===== src/rtl/result_display_if.sv =====
// Result display bus: read port toward the 2x2 result buffer plus the
// multiplexed seven-segment drive (segments and digit anodes).
interface result_display_if;
    logic       rd_en;
    logic [1:0] rd_addr;
    logic [7:0] rd_data;
    logic [6:0] seg;
    logic [3:0] an;

    // Display block side: issues reads, drives the display.
    modport master (
        output rd_en,
        output rd_addr,
        output seg,
        output an,
        input  rd_data
    );

    // Buffer/display side: answers reads, observes the display.
    modport slave (
        input  rd_en,
        input  rd_addr,
        input  seg,
        input  an,
        output rd_data
    );
endinterface


===== src/rtl/result_display.sv =====
// Result display: on disp_en, reads the four result entries from the buffer,
// then cycles through them page by page on a 4-digit multiplexed display.
// Page p shows "p _ hi lo" (digit3 = page number, digit2 blank).
module result_display #(
    parameter int unsigned SCAN_TICKS = 1000,
    parameter int unsigned PAGE_TICKS = 100000
) (
    input  logic             clk,
    input  logic             rst,
    input  logic             disp_en,
    result_display_if.master bus
);

    localparam int unsigned SCAN_W = (SCAN_TICKS > 1) ? $clog2(SCAN_TICKS) : 1;
    localparam int unsigned PAGE_W = (PAGE_TICKS > 1) ? $clog2(PAGE_TICKS) : 1;
    localparam logic [6:0]  BLANK  = 7'b1111111;

    typedef enum logic [1:0] {
        ST_IDLE = 2'd0,
        ST_LOAD = 2'd1,
        ST_SHOW = 2'd2
    } state_t;

    state_t              state_q, state_d;
    logic                rd_en_q, rd_en_d;
    logic [1:0]          rd_addr_q, rd_addr_d;
    logic [2:0]          ld_cnt_q, ld_cnt_d;
    logic [7:0]          val_q [4];
    logic [7:0]          val_d [4];
    logic [SCAN_W-1:0]   scan_cnt_q, scan_cnt_d;
    logic [1:0]          digit_q, digit_d;
    logic [PAGE_W-1:0]   page_cnt_q, page_cnt_d;
    logic [1:0]          page_q, page_d;
    logic [3:0]          an_q, an_d;
    logic [6:0]          seg_q, seg_d;

    // Active-low hex glyph, segment order {g,f,e,d,c,b,a}.
    function automatic logic [6:0] hex_glyph(input logic [3:0] n);
        logic [6:0] g;
        case (n)
            4'h0:    g = 7'b1000000;
            4'h1:    g = 7'b1111001;
            4'h2:    g = 7'b0100100;
            4'h3:    g = 7'b0110000;
            4'h4:    g = 7'b0011001;
            4'h5:    g = 7'b0010010;
            4'h6:    g = 7'b0000010;
            4'h7:    g = 7'b1111000;
            4'h8:    g = 7'b0000000;
            4'h9:    g = 7'b0010000;
            4'hA:    g = 7'b0001000;
            4'hB:    g = 7'b0000011;
            4'hC:    g = 7'b1000110;
            4'hD:    g = 7'b0100001;
            4'hE:    g = 7'b0000110;
            4'hF:    g = 7'b0001110;
            default: g = BLANK;
        endcase
        return g;
    endfunction

    // State register and all datapath/output flops.
    always_ff @(posedge clk) begin
        if (rst) begin
            state_q    <= ST_IDLE;
            rd_en_q    <= 1'b0;
            rd_addr_q  <= 2'd0;
            ld_cnt_q   <= 3'd0;
            scan_cnt_q <= '0;
            digit_q    <= 2'd0;
            page_cnt_q <= '0;
            page_q     <= 2'd0;
            an_q       <= 4'b1111;
            seg_q      <= BLANK;
            for (int i = 0; i < 4; i++) begin
                val_q[i] <= 8'h00;
            end
        end else begin
            state_q    <= state_d;
            rd_en_q    <= rd_en_d;
            rd_addr_q  <= rd_addr_d;
            ld_cnt_q   <= ld_cnt_d;
            scan_cnt_q <= scan_cnt_d;
            digit_q    <= digit_d;
            page_cnt_q <= page_cnt_d;
            page_q     <= page_d;
            an_q       <= an_d;
            seg_q      <= seg_d;
            for (int i = 0; i < 4; i++) begin
                val_q[i] <= val_d[i];
            end
        end
    end

    // Next-state: dropping disp_en always returns to IDLE; LOAD ends on the
    // edge that captures the last entry.
    always_comb begin
        state_d = state_q;
        case (state_q)
            ST_IDLE: state_d = disp_en ? ST_LOAD : ST_IDLE;
            ST_LOAD: begin
                if (!disp_en) begin
                    state_d = ST_IDLE;
                end else if (ld_cnt_q == 3'd4) begin
                    state_d = ST_SHOW;
                end else begin
                    state_d = ST_LOAD;
                end
            end
            ST_SHOW: state_d = disp_en ? ST_SHOW : ST_IDLE;
            default: state_d = ST_IDLE;
        endcase
    end

    // Read sequencing, capture and scan/page counters. ld_cnt counts LOAD
    // edges: addresses go out on counts 0..2 (addr 0 is set on entry), and
    // entry k-1 is captured on count k because the buffer has 1-cycle latency.
    always_comb begin
        rd_en_d    = 1'b0;
        rd_addr_d  = rd_addr_q;
        ld_cnt_d   = ld_cnt_q;
        scan_cnt_d = scan_cnt_q;
        digit_d    = digit_q;
        page_cnt_d = page_cnt_q;
        page_d     = page_q;
        for (int i = 0; i < 4; i++) begin
            val_d[i] = val_q[i];
        end
        if (!disp_en) begin
            rd_en_d = 1'b0;
        end else begin
            case (state_q)
                ST_IDLE: begin
                    rd_en_d   = 1'b1;
                    rd_addr_d = 2'd0;
                    ld_cnt_d  = 3'd0;
                end
                ST_LOAD: begin
                    ld_cnt_d = ld_cnt_q + 3'd1;
                    if (ld_cnt_q < 3'd3) begin
                        rd_en_d   = 1'b1;
                        rd_addr_d = ld_cnt_q[1:0] + 2'd1;
                    end else begin
                        rd_en_d = 1'b0;
                    end
                    case (ld_cnt_q)
                        3'd1:    val_d[0] = bus.rd_data;
                        3'd2:    val_d[1] = bus.rd_data;
                        3'd3:    val_d[2] = bus.rd_data;
                        3'd4:    val_d[3] = bus.rd_data;
                        default: val_d[0] = val_q[0];
                    endcase
                    scan_cnt_d = '0;
                    digit_d    = 2'd0;
                    page_cnt_d = '0;
                    page_d     = 2'd0;
                end
                ST_SHOW: begin
                    if (scan_cnt_q == SCAN_W'(SCAN_TICKS - 1)) begin
                        scan_cnt_d = '0;
                        digit_d    = digit_q + 2'd1;
                    end else begin
                        scan_cnt_d = scan_cnt_q + 1'b1;
                    end
                    if (page_cnt_q == PAGE_W'(PAGE_TICKS - 1)) begin
                        page_cnt_d = '0;
                        page_d     = page_q + 2'd1;
                    end else begin
                        page_cnt_d = page_cnt_q + 1'b1;
                    end
                end
                default: rd_en_d = 1'b0;
            endcase
        end
    end

    // Display drive from next-cycle indices so the registered outputs line
    // up with the digit/page being entered.
    always_comb begin
        an_d  = 4'b1111;
        seg_d = BLANK;
        if (state_d == ST_SHOW) begin
            an_d = ~(4'b0001 << digit_d);
            case (digit_d)
                2'd0:    seg_d = hex_glyph(val_d[page_d][3:0]);
                2'd1:    seg_d = hex_glyph(val_d[page_d][7:4]);
                2'd2:    seg_d = BLANK;
                2'd3:    seg_d = hex_glyph({2'b00, page_d});
                default: seg_d = BLANK;
            endcase
        end else begin
            an_d  = 4'b1111;
            seg_d = BLANK;
        end
    end

    assign bus.rd_en   = rd_en_q;
    assign bus.rd_addr = rd_addr_q;
    assign bus.an      = an_q;
    assign bus.seg     = seg_q;

endmodule


===== src/flat_wrapper.sv =====
// flat-port wrapper written by rule: the top's interface ports become plain ports
module result_display_flat 
#(
    parameter int unsigned SCAN_TICKS = 1000,
    parameter int unsigned PAGE_TICKS = 100000
)
  (clk, rst, disp_en, bus_rd_en, bus_rd_addr, bus_seg, bus_an, bus_rd_data);
  result_display_if bus_i ();
  input  logic clk;
  input  logic rst;
  input  logic disp_en;
  output wire logic [$bits(bus_i.rd_en)-1:0] bus_rd_en;
  output wire logic [$bits(bus_i.rd_addr)-1:0] bus_rd_addr;
  output wire logic [$bits(bus_i.seg)-1:0] bus_seg;
  output wire logic [$bits(bus_i.an)-1:0] bus_an;
  input wire logic [$bits(bus_i.rd_data)-1:0] bus_rd_data;
  assign bus_rd_en = bus_i.rd_en;
  assign bus_rd_addr = bus_i.rd_addr;
  assign bus_seg = bus_i.seg;
  assign bus_an = bus_i.an;
  assign bus_i.rd_data = bus_rd_data;
  result_display #(.SCAN_TICKS(SCAN_TICKS), .PAGE_TICKS(PAGE_TICKS)) u_core (.clk(clk), .rst(rst), .disp_en(disp_en), .bus(bus_i));
endmodule

===== config.mk =====
export PLATFORM = sky130hd
export DESIGN_NAME = result_display_flat
export DESIGN_NICKNAME = d
export VERILOG_FILES = /design/src/rtl/result_display_if.sv /design/src/rtl/result_display.sv /design/src/flat_wrapper.sv
export SDC_FILE = /design/constraint.sdc
export NUM_CORES = 1
export LEC_CHECK = 0
export CORE_ASPECT_RATIO = 2
export CORE_UTILIZATION = 55
export CTS_BUF_LIST = sky130_fd_sc_hd__clkbuf_4 sky130_fd_sc_hd__clkbuf_8
export DETAILED_ROUTE_END_ITERATION = 6
export PLACE_DENSITY = 0.75
export SETUP_SLACK_MARGIN = 0.4
export SKIP_CTS_REPAIR_TIMING = 1
export SYNTH_ARGS = -nofsm -noshare
export SYNTH_HDL_FRONTEND = slang
export SYNTH_SLANG_ARGS = --single-unit
export TNS_END_PERCENT = 1

===== constraint.sdc =====
create_clock -name clk -period 3.91 [get_ports clk]
set_input_delay 1.173 -clock clk [delete_from_list [all_inputs] [get_ports clk]]
set_output_delay 1.173 -clock clk [all_outputs]
set_load 0.05 [all_outputs]

======== Word-level counts from Yosys, hierarchy flattened ========
Memory sizes are Yosys's and may differ from the RTL's.
Index checks and enable logic that the tools add are counted.
word-level totals
  output and inout bits ................... 14
  ROM bits ................................ 224
  bits in writable memories ............... 32
  memories ................................ 3
  bits in registers ....................... 50
  word-level logic and storage cells ...... 94
  input port bits ......................... 11
memory list
  memory           depth  bits a word  rd ports  clocked after Yosys merged registers in  write ports  RTL line              RTL
  (no name shown)  16     7            1         0                                        0            result_display.sv:40  case (n)
  (no name shown)  16     7            1         0                                        0            result_display.sv:40
  u_core.val_q     4      8            4         0                                        4            result_display.sv:28  logic [7:0] val_q [4];
cells by class
  magnitude comparators ................... 2
  $add $sub $neg .......................... 6
  reduce and logical (&&, ||, !) cells .... 10
  mux-type cells .......................... 38
  bitwise gates (word level) .............. 8
  shift-type cells ........................ 1
  equal/unequal tests ..................... 16
operator list
  cell                                                              number
  8-bit two-way mux                                                 10
  32-bit two-way mux                                                2
  7-bit case mux with 4 select lines                                2
  17-bit case mux with 2 select lines                               1
  10-bit case mux with 2 select lines                               1
  17-bit by 1-bit adder with 17-bit output (second input constant)  1
  17-bit == test (second input constant)                            1
  17-bit two-way mux                                                1
  8-bit binary-select mux with 2-bit select                         1
  2-bit two-way mux                                                 8
  2-bit == test (second input constant)                             6
  2-bit case mux with 2 select lines                                3
  10-bit by 1-bit adder with 10-bit output (second input constant)  1
  10-bit == test (second input constant)                            1
  10-bit two-way mux                                                1
  2-bit by 1-bit adder with 2-bit output (second input constant)    3
  2-bit by 1-bit == test with 1-bit output (second input constant)  3
  3-bit by 2-bit == test with 1-bit output (second input constant)  2
  2-bit logical NOT                                                 3
  2-bit case mux with 3 select lines                                1
  3-bit case mux with 2 select lines                                1
  1-bit two-way mux                                                 5
  4-bit NOT                                                         1
  1-bit bitwise OR                                                  4
  other kinds (14)                                                  18

======== Logic depth before layout (Yosys ltp) ========
Gate-level depths: netlist (run 1).
An unclocked memory read counts as a cell.
  depth in word-level cells ............... 10
  depth in mapped cells ................... 17
  gate-level depth less buffers ........... 15

======== Worst setup path after synthesis (run 1) ========
Ideal clock, no wire load.
  path type ............................... input port to flip-flop
  from .................................... input disp_en
  to ...................................... register u_core.seg_q[1] (netlist: u_core.bus.seg[1])
  stages .................................. 13
  path slack .............................. -10 ps
  required time ........................... 3,831 ps
  library setup time ...................... 79 ps
  path buffers ............................ 2
  arrival time ............................ 3,841 ps
  path through ............................ buf_2 > nand2_1 > buf_2 > nor2_4 > nand3_4 > a211o_2 > o221ai_1 > inv_1 > ha_1 > or4b_2 > o21ai_1 > a31oi_1 > o211ai_1
on the way
  cells in the longest elaborated chain, start to end .. 7
  elaborated cells on any way between the ends .. 21
  those cells by class .................... 4 x eq/ne; 11 x mux; 2 x bitwise; 2 x reduce/logical; 2 x memory
ends and longest elaborated chain
  what                                                   RTL line                                      RTL
  start, declared                                        flat_wrapper.sv:11                            input logic disp_en;
  2-bit two-way mux                                      result_display.sv:129                         if (!disp_en) begin
  2-bit NOT with 3-bit output (implied by the code)      result_display.sv:185, result_display.sv:186
  8-bit binary-select mux with 2-bit select              result_display.sv:185, result_display.sv:186
  8-bit two-way mux (implied by the code) (2 in series)  result_display.sv:185                         2'd0: seg_d = hex_glyph(val_d[page_d][3:0]);
  memory read 16 x 7 bit                                 n/a
  7-bit case mux with 4 select lines                     result_display.sv:184                         case (digit_d)
  end signal, assigned                                   result_display.sv:88                          seg_q <= seg_d;
  end, declared                                          result_display.sv:35                          logic [6:0] seg_q, seg_d;
Several ways; a longest one is shown, not always the timed one. The select of a mux whose other input is x is not followed.
A chain may end at the register's enable or synchronous reset.

======== Worst setup path after layout (run 1) ========
  from .................................... input disp_en
  to ...................................... register u_core.seg_q[6] (netlist: u_core.bus.seg[6])
The elaborated chain is that of the path after synthesis.

==> results of run 1 <==
worst paths after layout:
path	startpoint	to	slack, ns	cells after the start
worst max-delay path	disp_en	u_core.bus.seg[6]$_SDFF_PP1_	0.49	14
worst min-delay path	u_core.val_q[3][1]$_SDFF_PP0_	u_core.val_q[3][1]$_SDFF_PP0_	0.47	2
worst max register to register	u_core.page_cnt_q[7]$_SDFFE_PP0P_	u_core.bus.seg[6]$_SDFF_PP1_	0.63	12
worst min register to register	u_core.val_q[3][1]$_SDFF_PP0_	u_core.val_q[3][1]$_SDFF_PP0_	0.47	2
metal layers:
layer  GRT usage (%)  vias up  part of all wire, %
met4           24.23        0                  8.1
met5               0        -                    0
met1           31.62     2095                   35
li1                -     2185                    -
met3           6.597       72                  3.2
met2           55.56      114                   53
critical path, stage by stage:
cell and delay (ns):
clkbuf_2 0.13, nand2_4 0.05, buf_4 0.14, nor2_4 0.18
nand3_4 0.12, buf_4 0.16, a211o_4 0.39, o221ai_2 0.20
inv_2 0.11, buf_4 0.14, ha_1 0.19, mux2i_1 0.14
o32ai_1 0.13, or3_1 0.40
sequential cells by signal, summed over array words and instances (netlist names):
signal and count:
u_core.bus.rd_addr 2, u_core.page_q 2, u_core.bus.an 4, u_core.val_q 32
u_core.page_cnt_q 17, u_core.state_q 2, u_core.digit_q 2, u_core.bus.seg 7
u_core.scan_cnt_q 10, u_core.bus.rd_en 1, u_core.ld_cnt_q 3
kinds of logic after synthesis:
family,after synthesis,synth area share (%)
AOI/OAI and AO/OA,112,16.46
xor gates and xnor gates,20,3.816
adders and majority gates,23,6.269
buffers and inverters,43,4.061
DFF,82,35.76
muxes,32,7.005
and+or+nand+nor,243,26.63
layout make-up:
| cell class | count | area [µm²] | area share, % |
|---|---|---|---|
| sequential | 82 | 1642 | 27.79 |
| clock inverter | 3 | 22.52 | 0.3813 |
| multi-input combinational | 430 | 2923 | 49.48 |
| inverter | 14 | 52.55 | 0.8896 |
| clock buffer | 13 | 172.7 | 2.923 |
| timing repair buffer | 121 | 974.7 | 16.50 |
| tap | 96 | 120.1 | 2.033 |
stage by stage:
stage          hold WS [ns]  total power, mW  cell area (µm²)  util (%)
6_report             0.4679            1.524             5907     73.83
5_1_grt              0.4846            1.586             5907     73.83
4_1_cts              0.4609            1.538             5823     72.79
3_5_place_dp         0.4500           0.9506             5628     70.35
3_3_place_gp         0.4473           0.9490             5628     70.35
2_1_floorplan        0.4363           0.9119             4716         -
power by group through the flow:
stage	Combinational [mW]	Clock, mW	Sequential, mW
after CTS	0.0910	0.607	0.840
after global placement	0.0891	0	0.860
after floorplan	0.0486	0	0.863
after global routing	0.100	0.645	0.841
after detailed placement	0.0906	0	0.860
final	0.0930	0.591	0.840
cell usage in the layout (no fill, tap or decap), types with 4 or more instances in the layout:
master and n:
buf_4 95, dfxtp_1 82, nor2_1 69, nand2_1 54, a21oi_1 35, mux2i_1 28
nor3_1 26, clkdlybuf4s50_1 22, ha_1 18, nand3_1 14, o21ai_0 14, or3_1 13
xnor2_1 12, clkbuf_8 12, inv_1 11, nand4_1 10, and3_1 10, xor2_1 8
o22ai_1 7, and2_1 5, a31oi_1 5, nor2b_1 5, a211oi_1 5, and4_1 4
nor4_1 4
==> flow_summary.ini, run 1 <==
[run_status]
status = complete, no violations

[timing]
period_share_pct = 87.34
report.final.setup_viol = 0
period_needed_ns = 3.415
setup_slack_ns = 0.4948
clock_skew_ns = 0.01458
slew-limit-headroom_pct = 62.01
fmax_ghz = 0.2928
setup_tns_ns = 0
hold_viol_final = 0
max_slew.worst_pin.slew_ns = 0.5639
rsz0062_at_grt = yes
slew_violations = 0

[worst_setup_path]
start_kind = input pin
end_kind = register
worstSetupPathType = in2reg
required_ns = 4.15
crit_path_max_fanout = 7
cp_data_arrival_time_ns = 3.65

[synthesis]
yosysTopAreaCellShare_pct = 35.76
async_flop_share_pct = 0
yosys_most_used_dff = dfxtp_1
synth_area_leaders = dfxtp_1 36%, mux2i_1 6.8%, ha_1 6.3%, nor2_1 6.0%, nand2_1 4.6%
synth_edf_count = 0
synth_commonest_cells = 82 x dfxtp_1, 73 x nor2_1, 56 x nand2_1
synth_cell_types = 64
ys_ff_latch = 82
netlist_instances = 555
yosys_warnings = 0
synth_most_common_cell = dfxtp_1
yosys.area.top_type = dfxtp_1
synth_area_mm2 = 0.004591
syn-num-nets = 589
synth-seq-area-share_pct = 35.76
syn_avg_cell_area_um2 = 8.271

[layout]
final_nets = 692
fillers = 627
syn_to_final_growth_pct = 28.67
n_antenna_cell = 0
drive_above_1_share_pct = 24.43
finalNonFillerCells = 759

[clock_network]
htreeDepth = 3
clk_pin_slew_ns = 0.08
insertion_delay_ns = 0.36
cts_tree = done
ctsLongestPathBuffers = 2
clockRootBuffer = clkbuf_8
numCtsBuffers = 9
cts_sinks = 82

[pwr]
power.clock.fraction_pct = 38.8
internal_power_mw = 1.164
power_leakage_nw = 2.364
p_seq_share_pct = 55.1
p_comb_share_pct = 6.1
peakVddDrop_uv = 284.7
sw_frac_of_total_pct = 23.62
power.switching_uw = 360.1
p_per_area_mw_per_mm2 = 258.0

[drt]
totalWireLength_um = 12980
ant_nets = 0
drt_first_pass_iters = 4
viasPerCell = 5.884
drtIter0Drc = 178
wire_per_inst_um = 17.10
drc = 0
vias = 4466

[floorplan]
die-area_mm2 = 0.008738
die_w_um = 66.60
pin_count = 25
core_mm2 = 0.008000
die_y_um = 131.2
rows = 46
initial_core_util_pct = 57.38

[global_route]
grt_pass1_vias = 4447
overflow = 0
grt_max_degree = 55
grtUsageTotal_pct = 32.10
grt_pass1_wl_um = 21310
antenna_found_initial = 0

[run]
drv_cap = 0

[hold_path]
hp-class = reg2reg

[place]
io_buffer_count = 24
place.gp.congestion = 0.9904
post-place-ws_ns = -0.3543
dp_cells = 740
hpwl_um = 10070
Power figures use the tool's default switching activity.
==> run 2: changes to the inputs <==
Settings changed: CORE_UTILIZATION 55 to 45, PLACE_DENSITY 0.75 to 0.63.
==> run 2 against run 1 <==
Effect of this change: clock skew down 0.00064 ns; register-to-register slack worse by 0.09 ns; worst hold slack worse by 0.0021 ns; wire length up 0.44%; power up 2.0%; setup slack worse by 0.035 ns; critical endpoint is now u_core.bus.seg[1]$_SDFF_PP1_; largest cell class unchanged.
==> flow_summary.ini, run 2 (synthesized netlist as in run 1, its figures left out) <==
[run_status]
status = complete, no violations

[place]
place.gp.congestion = 0.9686
io_buffer_count = 24
dp_cells = 781
hpwl_um = 10000

[worst_setup_path]
cp_data_arrival_time_ns = 3.75
reg2reg_slack_ns = 0.54
endpoint = u_core.bus.seg[1]$_SDFF_PP1_
start_kind = input pin
crit_path_max_fanout = 4
end_kind = register
required_ns = 4.21
worstSetupPathType = in2reg
cp-startpoint = disp_en
reg2regPathDepth = 16
reg2reg_from = u_core.state_q[0]$_SDFF_PP0_
r2r-end = u_core.bus.seg[1]$_SDFF_PP1_

[floorplan]
pin_count = 25
core_mm2 = 0.009827
initial_core_util_pct = 46.72
die-area_mm2 = 0.01063
rows = 51
die_y_um = 144.8
die_w_um = 73.42

[global_route]
grt_pass1_vias = 4417
overflow = 0
grt_max_degree = 55
grt_pass1_wl_um = 21110
antenna_found_initial = 0
grtUsageTotal_pct = 26.48

[timing]
setup_tns_ns = 0
fmax_ghz = 0.2898
report.final.setup_viol = 0
clock_skew_ns = 0.01394
slew_violations = 0
period_share_pct = 88.25
rsz0062_at_grt = yes
slew-limit-headroom_pct = 51.91
period_needed_ns = 3.450
hold_viol_final = 0
max_slew.worst_pin.slew_ns = 0.7174

[pwr]
p_total_mw = 1.556
peakVddDrop_uv = 212.7
power_leakage_nw = 2.370
p_per_area_mw_per_mm2 = 261.8

[drt]
totalWireLength_um = 13040
drt_first_pass_iters = 4
viasPerCell = 5.591
ant_nets = 0
drtIter0Drc = 178
vias = 4456
drc = 0
wire_per_inst_um = 16.36

[layout]
drive_above_1_share_pct = 24.66
reg_top3 = u_core.val_q: 32 flops, u_core.page_cnt_q: 17 flops, u_core.scan_cnt_q: 10 flops
largest_reg_flops = 32
final_cell_mix = 99 x buf_4, 82 x dfxtp_1, 70 x nor2_1, 54 x nand2_1, 35 x a21oi_1
final_nets = 695
regMostFlops = u_core.val_q
layout_commonest_cell = buf_4
n_antenna_cell = 0
finalNonFillerCells = 797
syn_to_final_growth_pct = 29.44

[clock_network]
numCtsBuffers = 9
insertion_delay_ns = 0.37
ctsLongestPathBuffers = 2
clk_pin_slew_ns = 0.08
cts_sinks = 82
cts_tree = done
htreeDepth = 3
clockRootBuffer = clkbuf_8

[hold_path]
hp-class = reg2reg
worstHoldStart = u_core.val_q[3][0]$_SDFF_PP0_

[run]
drv_cap = 0
==> run 2: worst min path at each step <==
| stage | endpoint | slack, ns | depth (start not counted) |
|---|---|---|---|
| final | u_core.val_q[3][0]$_SDFF_PP0_ | 0.47 | 2 |
| after CTS | u_core.val_q[3][1]$_SDFF_PP0_ | 0.46 | 2 |
| after global routing | u_core.val_q[3][0]$_SDFF_PP0_ | 0.49 | 2 |
| after floorplan | u_core.val_q[2][0]$_SDFF_PP0_ | 0.44 | 2 |
| after detailed placement | u_core.val_q[3][1]$_SDFF_PP0_ | 0.45 | 2 |
| after global placement | u_core.val_q[3][1]$_SDFF_PP0_ | 0.44 | 2 |
==> run 2: critical path, stage by stage <==
cell	delay, ns
buf_4	0.11
nand2_4	0.04
buf_4	0.15
nor2_4	0.16
nand3_4	0.11
a21oi_2	0.19
mux2i_2	0.35
o21ai_1	0.18
o221ai_4	0.12
inv_2	0.10
ha_4	0.28
or4b_4	0.48
o21ai_1	0.17
a31oi_1	0.06
o211ai_1	0.07
==> run 2: stage by stage <==
step	util [%]	hold slack [ns]	worst slack, ns	area [µm²]
final	60.47	0.4658	0.4596	5942
after global routing	60.47	0.4886	0.3391	5942
after CTS	60.07	0.4638	-0.2210	5903
after detailed placement	58.11	0.4524	-0.5943	5710
after global placement	58.11	0.4448	-0.5388	5710
after floorplan	-	0.4363	0.3684	4716
==> run 2: cell type report <==
cell class                 count  area (µm²)
fill                         942        3885
multi-input combinational    430        2890
sequential                    82        1642
timing repair buffer         124       999.7
tap                          132       165.2
clock buffer                  10       137.6
clock inverter                 5       55.05
inverter                      14       52.55
==> run 2: power by group <==
group | leakage [nW] | internal [mW] | total, mW | switching, mW
Combinational | 1.61 | 0.0375 | 0.0950 | 0.0574
Clock | 0.0941 | 0.307 | 0.620 | 0.314
Sequential | 0.661 | 0.838 | 0.840 | 0.00270
==> run 2: routing by layer <==
metal,vias to the layer above,track usage [%],wire [µm]
met5,-,0,0
met3,55,4.778,421
met4,0,19.13,825
li1,2196,-,-
met1,2088,24.70,4691
met2,117,49.76,7100
==> run 3: changes to the inputs <==
Settings changed: ABC_AREA set to 1, SETUP_SLACK_MARGIN 0.4 to 0.02, SLEW_MARGIN set to 25.
==> run 3 against run 2 <==
Effect of this change: sequential share of layout area increased by 4.4 points; design area decreased by 14%; register-to-register slack improved by 0.55 ns; synthesized cell count increased by 17%; non-clock buffer count decreased by 85; critical endpoint is now u_core.bus.seg[2]$_SDFF_PP1_; die area decreased by 2.9%; clock power increased by 13%; via count decreased by 6.2%.
==> flow_summary.ini, run 3 <==
[run_status]
status = complete, no violations

[place]
place_area_mm2 = 0.004892
hpwl_um = 8831
io_buffer_count = 24
place.gp.congestion = 0.9010

[timing]
setup_tns_ns = 0
slew_violations = 0
period_needed_ns = 3.533
period_share_pct = 90.36
clock_skew_ns = 0.008171
slew-limit-headroom_pct = 60.15
rsz0062_at_grt = no
report.final.setup_viol = 0
hold_viol_final = 0
fmax_ghz = 0.2830
max_slew.worst_pin.slew_ns = 0.5959

[floorplan]
core_mm2 = 0.009699
rows = 51
die_w_um = 72.35
die-area_mm2 = 0.01032
pin_count = 25
die_y_um = 142.7
initial_core_util_pct = 45.92

[layout]
largest_reg_flops = 32
syn_to_final_growth_pct = 14.94
layout_commonest_cell = nand2_1
final_area_mm2 = 0.005120
fillers = 1011
n_antenna_cell = 0
drive_above_1_share_pct = 9.579
final_nets = 718
regMostFlops = u_core.val_q
reg_top3 = u_core.val_q: 32 flops, u_core.page_cnt_q: 17 flops, u_core.scan_cnt_q: 10 flops
final_cell_mix = 140 x nand2_1, 94 x nor2_1, 83 x inv_1, 82 x dfxtp_1, 46 x a21oi_1

[clock_network]
cts_sinks = 82
clockRootBuffer = clkbuf_8
cts_tree = done
htreeDepth = 3
numCtsBuffers = 9
ctsLongestPathBuffers = 2
insertion_delay_ns = 0.37
clk_pin_slew_ns = 0.08

[worst_setup_path]
r2r-end = u_core.bus.seg[2]$_SDFF_PP1_
end_kind = register
reg2reg_slack_ns = 1.09
worstSetupPathType = in2reg
cp_data_arrival_time_ns = 3.77
start_kind = input pin
reg2reg_from = u_core.state_q[0]$_SDFF_PP0_
required_ns = 4.15
reg2regPathDepth = 17
crit_path_max_fanout = 15

[synthesis]
ys_ff_latch = 82
synth_area_mm2 = 0.004454
synth_most_common_cell = nand2_1
synth_cell_types = 41
synth_commonest_cells = 140 x nand2_1, 94 x nor2_1, 83 x inv_1
synth_edf_count = 0
syn-num-nets = 684
syn_avg_cell_area_um2 = 6.853
synth_area_leaders = dfxtp_1 37%, nand2_1 12%, nor2_1 7.9%, inv_1 7.0%, ha_1 6.5%
netlist_instances = 650
async_flop_share_pct = 0
yosys.area.top_type = dfxtp_1
yosysTopAreaCellShare_pct = 36.85
yosys_most_used_dff = dfxtp_1
yosys_warnings = 0
synth-seq-area-share_pct = 36.85

[global_route]
grt_pass1_wl_um = 18880
met3_usage_pct = 4.446
grt_max_degree = 35
met1_usage_pct = 21.70
overflow = 0
grtUsageTotal_pct = 23.89
grt_use_met2_pct = 46.34
antenna_found_initial = 0
grt_pass1_vias = 4263
top_usage_layer = met2

[drt]
ant_nets = 0
wire_per_inst_um = 13.64
drt_first_pass_iters = 4
totalWireLength_um = 11200
vias = 4180
drtIter0Drc = 194
viasPerCell = 5.091
drc = 0

[hold_path]
whs_path_depth = 2
hold_end = u_core.bus.rd_addr[1]$_SDFFE_PP0P_
worstHoldStart = u_core.bus.rd_addr[1]$_SDFFE_PP0P_
hp-class = reg2reg

[pwr]
p_per_area_mw_per_mm2 = 318.4
peakVddDrop_uv = 286.4
power_leakage_nw = 2.186

[run]
drv_cap = 0
-- run 3: cell types whose count changed after synthesis, moves of 13 or more --
| cell | delta |
|---|---|
| inv_1 | +69 |
| mux2i_1 | -31 |
| nand2_1 | +84 |
| nand3_1 | +30 |
| nor2_1 | +21 |
| nor3_1 | -19 |
| o21ai_0 | +13 |
| or3_1 | -13 |
-- run 3: worst max-delay path, cell delays in order --
cell             delay, ns
clkdlybuf4s50_1       0.58
nand2_2               0.13
nor3_2                0.22
nand3_2               0.16
nand3_4               0.15
buf_4                 0.21
nand2_1               0.06
o21ai_1               0.12
nand2_1               0.09
nand2_2               0.12
inv_2                 0.07
ha_1                  0.23
nand3_1               0.13
o21ai_0               0.11
o211ai_1              0.10
nand3_1               0.11
-- run 3: report_power, final --
| group | internal, mW | switching (mW) | total, mW |
|---|---|---|---|
| registers | 0.838 | 0.00296 | 0.841 |
| clock network | 0.378 | 0.320 | 0.698 |
| logic | 0.0305 | 0.0604 | 0.0909 |
-- run 3: cell families after synthesis --
group / Yosys count / synth area share (%)
XOR/XNOR: 3 / 0.5900
buffers and inverters: 109 / 9.635
flip-flops: 82 / 36.85
AO/OA/AOI/OAI: 106 / 13.34
adder cells (fa/ha/maj): 23 / 6.461
AND/OR/NAND/NOR: 327 / 33.12
-- run 3: per-stage QoR --
| step | utilization, % | setup slack, ns | hold slack [ns] | power (mW) | std cells |
|---|---|---|---|---|---|
| 6_report | 52.79 | 0.3768 | 0.4678 | 1.630 | 821 |
| 2_1_floorplan | - | 0.8539 | 0.4426 | 0.9167 | 650 |
| 5_1_grt | 52.79 | 0.2060 | 0.4975 | 1.698 | 821 |
| 3_5_place_dp | 50.44 | 0.05556 | 0.4593 | 0.9522 | 805 |
| 4_1_cts | 52.79 | 0.4225 | 0.4724 | 1.650 | 821 |
| 3_3_place_gp | 50.44 | 0.05865 | 0.4532 | 0.9514 | 805 |
-- run 3: how the worst max path moves through the flow --
stage,slack (ns),depth (start not counted),from,to
6_report,0.38,16,disp_en,u_core.bus.seg[2]$_SDFF_PP1_
5_1_grt,0.21,18,disp_en,u_core.bus.seg[3]$_SDFF_PP1_
4_1_cts,0.42,16,disp_en,u_core.bus.seg[2]$_SDFF_PP1_
3_5_place_dp,0.06,16,disp_en,u_core.bus.seg[2]$_SDFF_PP1_
3_3_place_gp,0.06,12,disp_en,u_core.bus.seg[5]$_SDFF_PP1_
2_1_floorplan,0.85,18,disp_en,u_core.bus.seg[3]$_SDFF_PP1_
-- run 3: cell type report --
cell class	count	area (µm²)	share of cell area, %
multi-input cells	459	2384	46.55
flip-flops and latches	82	1642	32.06
clock inverters	6	90.09	1.760
well taps	132	165.2	3.226
clock buffers	10	137.6	2.688
inverters	93	349.1	6.818
repair buffers	39	352.8	6.891
-- run 3: routing by layer --
layer  wire length, µm  part of all wire, %  up-vias
li1                  -                    -     2152
met2              6275                   56       80
met1              4077                   36     1908
met5                 0                    0        -
met3               275                  2.5       40
met4               571                  5.1        0
